===== src/rtl/cmp_tally_pkg.sv =====
// Shared definitions for cmp_tally: comparator result codes, FSM state encoding
// and the reserved result bit.
package cmp_tally_pkg;

  localparam logic [2:0] CMP_LT = 3'b001;
  localparam logic [2:0] CMP_EQ = 3'b010;
  localparam logic [2:0] CMP_GT = 3'b100;

  localparam int RSV_BIT = 3;

  typedef enum logic [1:0] {
    ST_IDLE   = 2'd0,
    ST_COUNT  = 2'd1,
    ST_REPORT = 2'd2
  } state_t;

  function automatic logic is_onehot3(input logic [2:0] c);
    return (c == CMP_LT) || (c == CMP_EQ) || (c == CMP_GT);
  endfunction

endpackage


===== src/rtl/cmp_tally_sat_counter.sv =====
// sat_counter: synchronous-clear up-counter that sticks at all-ones instead of wrapping.
module sat_counter #(
  parameter int W = 8
) (
  input  logic         clk,
  input  logic         rst,
  input  logic         clr,
  input  logic         inc,
  output logic [W-1:0] q
);

  logic [W-1:0] q_reg;

  always_ff @(posedge clk) begin
    if (rst || clr) begin
      q_reg <= '0;
    end else if (inc && (q_reg != {W{1'b1}})) begin
      q_reg <= q_reg + W'(1);
    end
  end

  assign q = q_reg;

endmodule


===== src/rtl/cmp_tally.sv =====
// cmp_tally: tallies comparator results over a window of WINDOW samples and offers a report.
// Optional longest-GT-run tracking is built when CMP_TALLY_STREAK_EN is defined.
module cmp_tally
  import cmp_tally_pkg::*;
#(
  parameter int CNT_W  = 8,
  parameter int WINDOW = 16
) (
  input  logic             clk,
  input  logic             rst,
  input  logic             start,
  input  logic [3:0]       r_in,
  input  logic             r_valid,
  output logic             busy,
  output logic [CNT_W-1:0] lt_cnt,
  output logic [CNT_W-1:0] eq_cnt,
  output logic [CNT_W-1:0] gt_cnt,
  output logic [CNT_W-1:0] err_cnt,
  output logic [CNT_W-1:0] streak_max,
  output logic             rpt_valid,
  input  logic             rpt_ready
);

  localparam int IDX_W = $clog2(WINDOW + 1);

  state_t           state_reg;
  state_t           state_next;
  logic [IDX_W-1:0] idx_reg;
  logic [2:0]       code;
  logic             clr;
  logic             take;
  logic             last_sample;
  logic [3:0]       inc_vec;
  logic [CNT_W-1:0] cnt_q [4];
  logic             unused_rsv;

  assign code        = r_in[2:0];
  assign unused_rsv  = r_in[RSV_BIT];
  assign clr         = (state_reg == ST_IDLE) && start;
  assign take        = (state_reg == ST_COUNT) && r_valid;
  assign last_sample = take && (idx_reg == IDX_W'(WINDOW - 1));

  // Order: lt, eq, gt, err
  assign inc_vec[0] = take && (code == CMP_LT);
  assign inc_vec[1] = take && (code == CMP_EQ);
  assign inc_vec[2] = take && (code == CMP_GT);
  assign inc_vec[3] = take && !is_onehot3(code);

  for (genvar gi = 0; gi < 4; gi++) begin : g_tally
    sat_counter #(.W(CNT_W)) u_cnt (
      .clk (clk),
      .rst (rst),
      .clr (clr),
      .inc (inc_vec[gi]),
      .q   (cnt_q[gi])
    );
  end

  assign lt_cnt  = cnt_q[0];
  assign eq_cnt  = cnt_q[1];
  assign gt_cnt  = cnt_q[2];
  assign err_cnt = cnt_q[3];

`ifdef CMP_TALLY_STREAK_EN
  logic [CNT_W-1:0] run_q;
  logic [CNT_W-1:0] max_q;

  sat_counter #(.W(CNT_W)) u_run (
    .clk (clk),
    .rst (rst),
    .clr (clr || (take && (code != CMP_GT))),
    .inc (inc_vec[2]),
    .q   (run_q)
  );

  // The max only grows when the current run is the longest seen and extends by one.
  sat_counter #(.W(CNT_W)) u_max (
    .clk (clk),
    .rst (rst),
    .clr (clr),
    .inc (inc_vec[2] && (run_q == max_q)),
    .q   (max_q)
  );

  assign streak_max = max_q;
`else
  assign streak_max = '0;
`endif

  always_ff @(posedge clk) begin
    if (rst) begin
      idx_reg <= '0;
    end else if (clr) begin
      idx_reg <= '0;
    end else if (take) begin
      idx_reg <= idx_reg + IDX_W'(1);
    end
  end

  always_ff @(posedge clk) begin
    if (rst) begin
      state_reg <= ST_IDLE;
    end else begin
      state_reg <= state_next;
    end
  end

  always_comb begin
    state_next = state_reg;
    case (state_reg)
      ST_IDLE:   if (start)       state_next = ST_COUNT;
      ST_COUNT:  if (last_sample) state_next = ST_REPORT;
      ST_REPORT: if (rpt_ready)   state_next = ST_IDLE;
      default:                    state_next = ST_IDLE;
    endcase
  end

  assign busy      = (state_reg == ST_COUNT) || (state_reg == ST_REPORT);
  assign rpt_valid = (state_reg == ST_REPORT);

endmodule


===== config.mk =====
export PLATFORM = sky130hd
export DESIGN_NAME = cmp_tally
export DESIGN_NICKNAME = d
export VERILOG_FILES = /design/src/rtl/cmp_tally_pkg.sv /design/src/rtl/cmp_tally_sat_counter.sv /design/src/rtl/cmp_tally.sv
export SDC_FILE = /design/constraint.sdc
export NUM_CORES = 1
export LEC_CHECK = 0
export CAP_MARGIN = 20
export CORE_ASPECT_RATIO = 0.5
export CORE_MARGIN = 4
export CORE_UTILIZATION = 41
export DETAILED_ROUTE_END_ITERATION = 16
export PLACE_DENSITY = 0.74
export SLEW_MARGIN = 40
export SYNTH_ARGS = -nofsm -noshare
export SYNTH_HDL_FRONTEND = slang
export SYNTH_SLANG_ARGS = --single-unit

===== constraint.sdc =====
create_clock -name clk -period 2.3 [get_ports clk]
set_input_delay 0.69 -clock clk [delete_from_list [all_inputs] [get_ports clk]]
set_output_delay 0.69 -clock clk [all_outputs]
set_load 0.005 [all_outputs]

==> flow_summary.rst <==
.. list-table::
   :header-rows: 1

   * - Metric
     - Value
   * - Biggest area contributors in the synthesized netlist
     - dfxtp_1, ha_1, a21oi_1, nand2_1, o31ai_1
   * - Number of enable flip-flop cells after synthesis
     - 0
   * - Origin of the worst min-delay path
     - idx_reg[1]
   * - Overflow left after global routing
     - 0
   * - Simple-gate area share of the yosys netlist
     - around 25%
   * - Share of synthesized cell area in full adder, half adder and majority cells
     - ~6.7%
   * - Data required time at the worst endpoint
     - 2.53 ns
   * - Post-synthesis compound-gate area fraction
     - 17.9%
   * - Die area
     - 6280 um^2
   * - Global-route total usage across every layer
     - 16.3%
   * - WL met3
     - 218 um
   * - Actual slew at the worst max-slew pin
     - 0.508 ns
   * - Die width
     - 108 um
   * - Async set-reset flop share out of synthesis
     - 0%
   * - Post-synthesis sequential area ratio
     - 38.0%
   * - Net count reported at finish
     - 317
   * - Critical Path End Type
     - flip-flop
   * - H-tree depth
     - 2
   * - Start point of the critical path
     - r_in[1]
   * - Max-cap violation count
     - 0
   * - Fraction of the cycle the final worst path needs
     - between 90% and 100%
   * - Antenna-violating nets left
     - 0
   * - DRC violation total after the first TritonRoute iteration
     - 39
   * - Power Dens Cells
     - 566 nW/um^2
   * - Placer congestion estimate
     - 0.744
   * - Average instance area after synthesis
     - 8.74 um^2
   * - Post-Synth XOR/XNOR Area
     - about 3.8%
   * - Normalized max-slew margin
     - roughly two thirds
   * - Library cell occupying the most area in the post-synthesis netlist
     - dfxtp_1
   * - Startpoint of the worst-slack reg-to-reg timing path
     - state_reg[1]
   * - DR pass1 iterations
     - 4
   * - Post-Route M1 WL
     - 2280 um
   * - Share of layout cells above drive strength 1
     - ~11%
   * - Type of the worst min-delay path
     - flip-flop to flip-flop
   * - Synthesis-stage register bit count
     - 39
   * - Critical Path Source Type
     - primary input
   * - Global-route wire length before repair
     - 8160 um
   * - Synthesis-to-finish area growth
     - 32.3%
   * - Number of standard-cell rows in the floorplan
     - 17
   * - DP Wirelength
     - roughly 3600 um
   * - Arr. time, crit path
     - 2.45 ns
   * - Leakage component of the power
     - roughly 0.96 nW
   * - Detailed-route vias per instance
     - 5.37
   * - WL/cell
     - 13.4 um
   * - Post-synthesis instance area
     - a little over 2000 um^2
   * - Critical path start-end classification
     - primary input to flip-flop
   * - Post-layout min period
     - 2.22 ns
   * - Peak VDD IR
     - 0.000293 V
   * - Largest net degree at the start of global routing
     - 12
   * - Antenna diode count
     - 0
   * - Flip-flop count of the largest register, all copies and words added
     - 32
   * - Final number of setup-violating endpoints
     - 0
   * - Deepest clock path buffer count
     - 2
   * - F_max
     - 0.451 GHz
   * - Area share of the largest cell type after synthesis
     - roughly two fifths
   * - Unique masters post-synth
     - 48
   * - Final non-filler cell total
     - 362
   * - Die height
     - 58.1 um
   * - Commonest cells in the synthesized netlist
     - dfxtp_1, a21oi_1, nand2_1
   * - Reg clk slew, reported paths
     - 0.07 ns
   * - Count of boundary I/O pins
     - about 50
   * - Clock Root Buffer
     - clkbuf_8
   * - Number of DRC violations after detailed routing
     - 0
   * - Number of hold buffers added after cts
     - 0
   * - Fraction of synthesized area in multiplexers
     - 2.92%
   * - Maximum fanout along the worst path
     - 4
   * - Highest layer used for signal routing
     - met4
   * - Clk sink count
     - 39
   * - Clock Skews
     - 0.00416 ns
   * - Number of warnings issued by yosys
     - 0
   * - Vias in the first global route
     - 1823
   * - Number of buffers created by CTS
     - 5
   * - Largest family of logic cells by synthesized area
     - simple AND/OR/NAND/NOR gates
   * - # placed instances
     - 355
   * - Routed wire length
     - 4850 um
   * - Most instantiated library cell after synthesis
     - dfxtp_1
   * - Syn Inst Count
     - 235
   * - Final number of hold-violating endpoints
     - 0
   * - Run status
     - complete, no violations
   * - Total of buffers placed on input and output ports
     - a little over 40
   * - TritonCTS clock tree
     - done
   * - Met2 WL post-DR
     - 2270 um
   * - Placeable core region
     - 4620 um^2
   * - Ys flop type
     - dfxtp_1
   * - Smallest hold slack
     - around 0.48 ns
   * - Effective utilization at floorplan
     - 44.5%
   * - Clock insertion delay at the later pin of the skew report
     - 0.29 ns
   * - Number of vias in the routed layout
     - ~2000
   * - Antenna violations before repair
     - 0
   * - Final number of max-transition violations
     - 0
   * - Setup repair after global routing missed its margin
     - false
==> per-layer routing <==
| metal | vias to the layer above | global-route usage, % |
|---|---|---|
| li1 | 978 | - |
| met4 | 0 | 5.94 |
| met2 | 40 | 27.6 |
| met1 | 917 | 20.2 |
| met3 | 8 | 4.12 |
| met5 | - | 0 |
==> path summary, 6_finish.rpt <==
check	endpoint	cells after the start	slack (ns)
setup / recovery	g_tally[2].u_cnt.q[7]	5	0.08
hold / removal	idx_reg[1]	2	0.48
setup reg to reg	g_tally[0].u_cnt.q[4]	7	0.32
hold reg to reg	idx_reg[1]	2	0.48
==> worst max-delay path, cell delays in order <==
cell             delay [ns]
clkdlybuf4s50_1        0.45
nand4bb_1              0.27
a2111o_1               0.42
or4_1                  0.47
a21oi_1                0.14
==> metrics by stage <==
stage | utilization [%] | area [um^2] | TNS, ns | total power [mW] | setup slack [ns]
5_1_grt | 58.9 | 2720 | 0 | 1.63 | 0.0227
4_1_cts | 58.7 | 2710 | 0 | 1.54 | 0.0645
6_report | 58.9 | 2720 | 0 | 1.54 | 0.0829
3_5_place_dp | 57.1 | 2640 | -2.21 | 1.12 | -0.210
3_3_place_gp | 57.1 | 2640 | -1.09 | 1.10 | -0.164
2_1_floorplan | - | 2080 | 0 | 0.966 | 0.324
==> report_power, final <==
group	total, mW	internal, mW	switching [mW]
sequential	0.722	0.701	0.0214
combinational	0.392	0.184	0.208
clock	0.423	0.202	0.221
==> cell families after synthesis <==
family	count (synthesis)
xor gates and xnor gates	9
DFF	39
buffers and inverters	23
AOI/OAI and AO/OA	57
muxes	6
other	1
and+or+nand+nor	89
adders and majority gates	11
==> layout make-up <==
| cell class | instances | area (um^2) |
|---|---|---|
| Inverter | 10 | 37.5 |
| Timing Repair Buffer | 61 | 561 |
| Clock buffer | 6 | 72.6 |
| Tap cell | 66 | 82.6 |
| Multi-Input combinational cell | 180 | 1180 |
| Fill cell | 414 | 1900 |
| Sequential cell | 39 | 782 |
==> placed cells by master, fill, tap and decap left out, types with 2 or more instances in the layout <==
cell type and count:
conb_1 8, nand4_1 6, xor2_1 3, xnor2_1 6
nand3b_1 2, clkbuf_8 5, buf_4 20, inv_1 10
or3_1 8, nor2_1 15, and3_1 2, and2_1 2
dfxtp_1 38, ha_1 11, clkdlybuf4s50_1 41, a21oi_1 23
mux2i_1 6, o211ai_1 3, or4_1 8, and4_1 2
o41ai_1 2, o31ai_1 9, nand3_1 12, o21ai_0 10
nand2_1 19
==> what timing repair did <==
item	4_1_cts	5_1_grt
endpoints found under the setup margin	0	3
setup buffers	0	1
gates resized for setup	0	1
No activity file was read; power rests on OpenSTA's default activity.
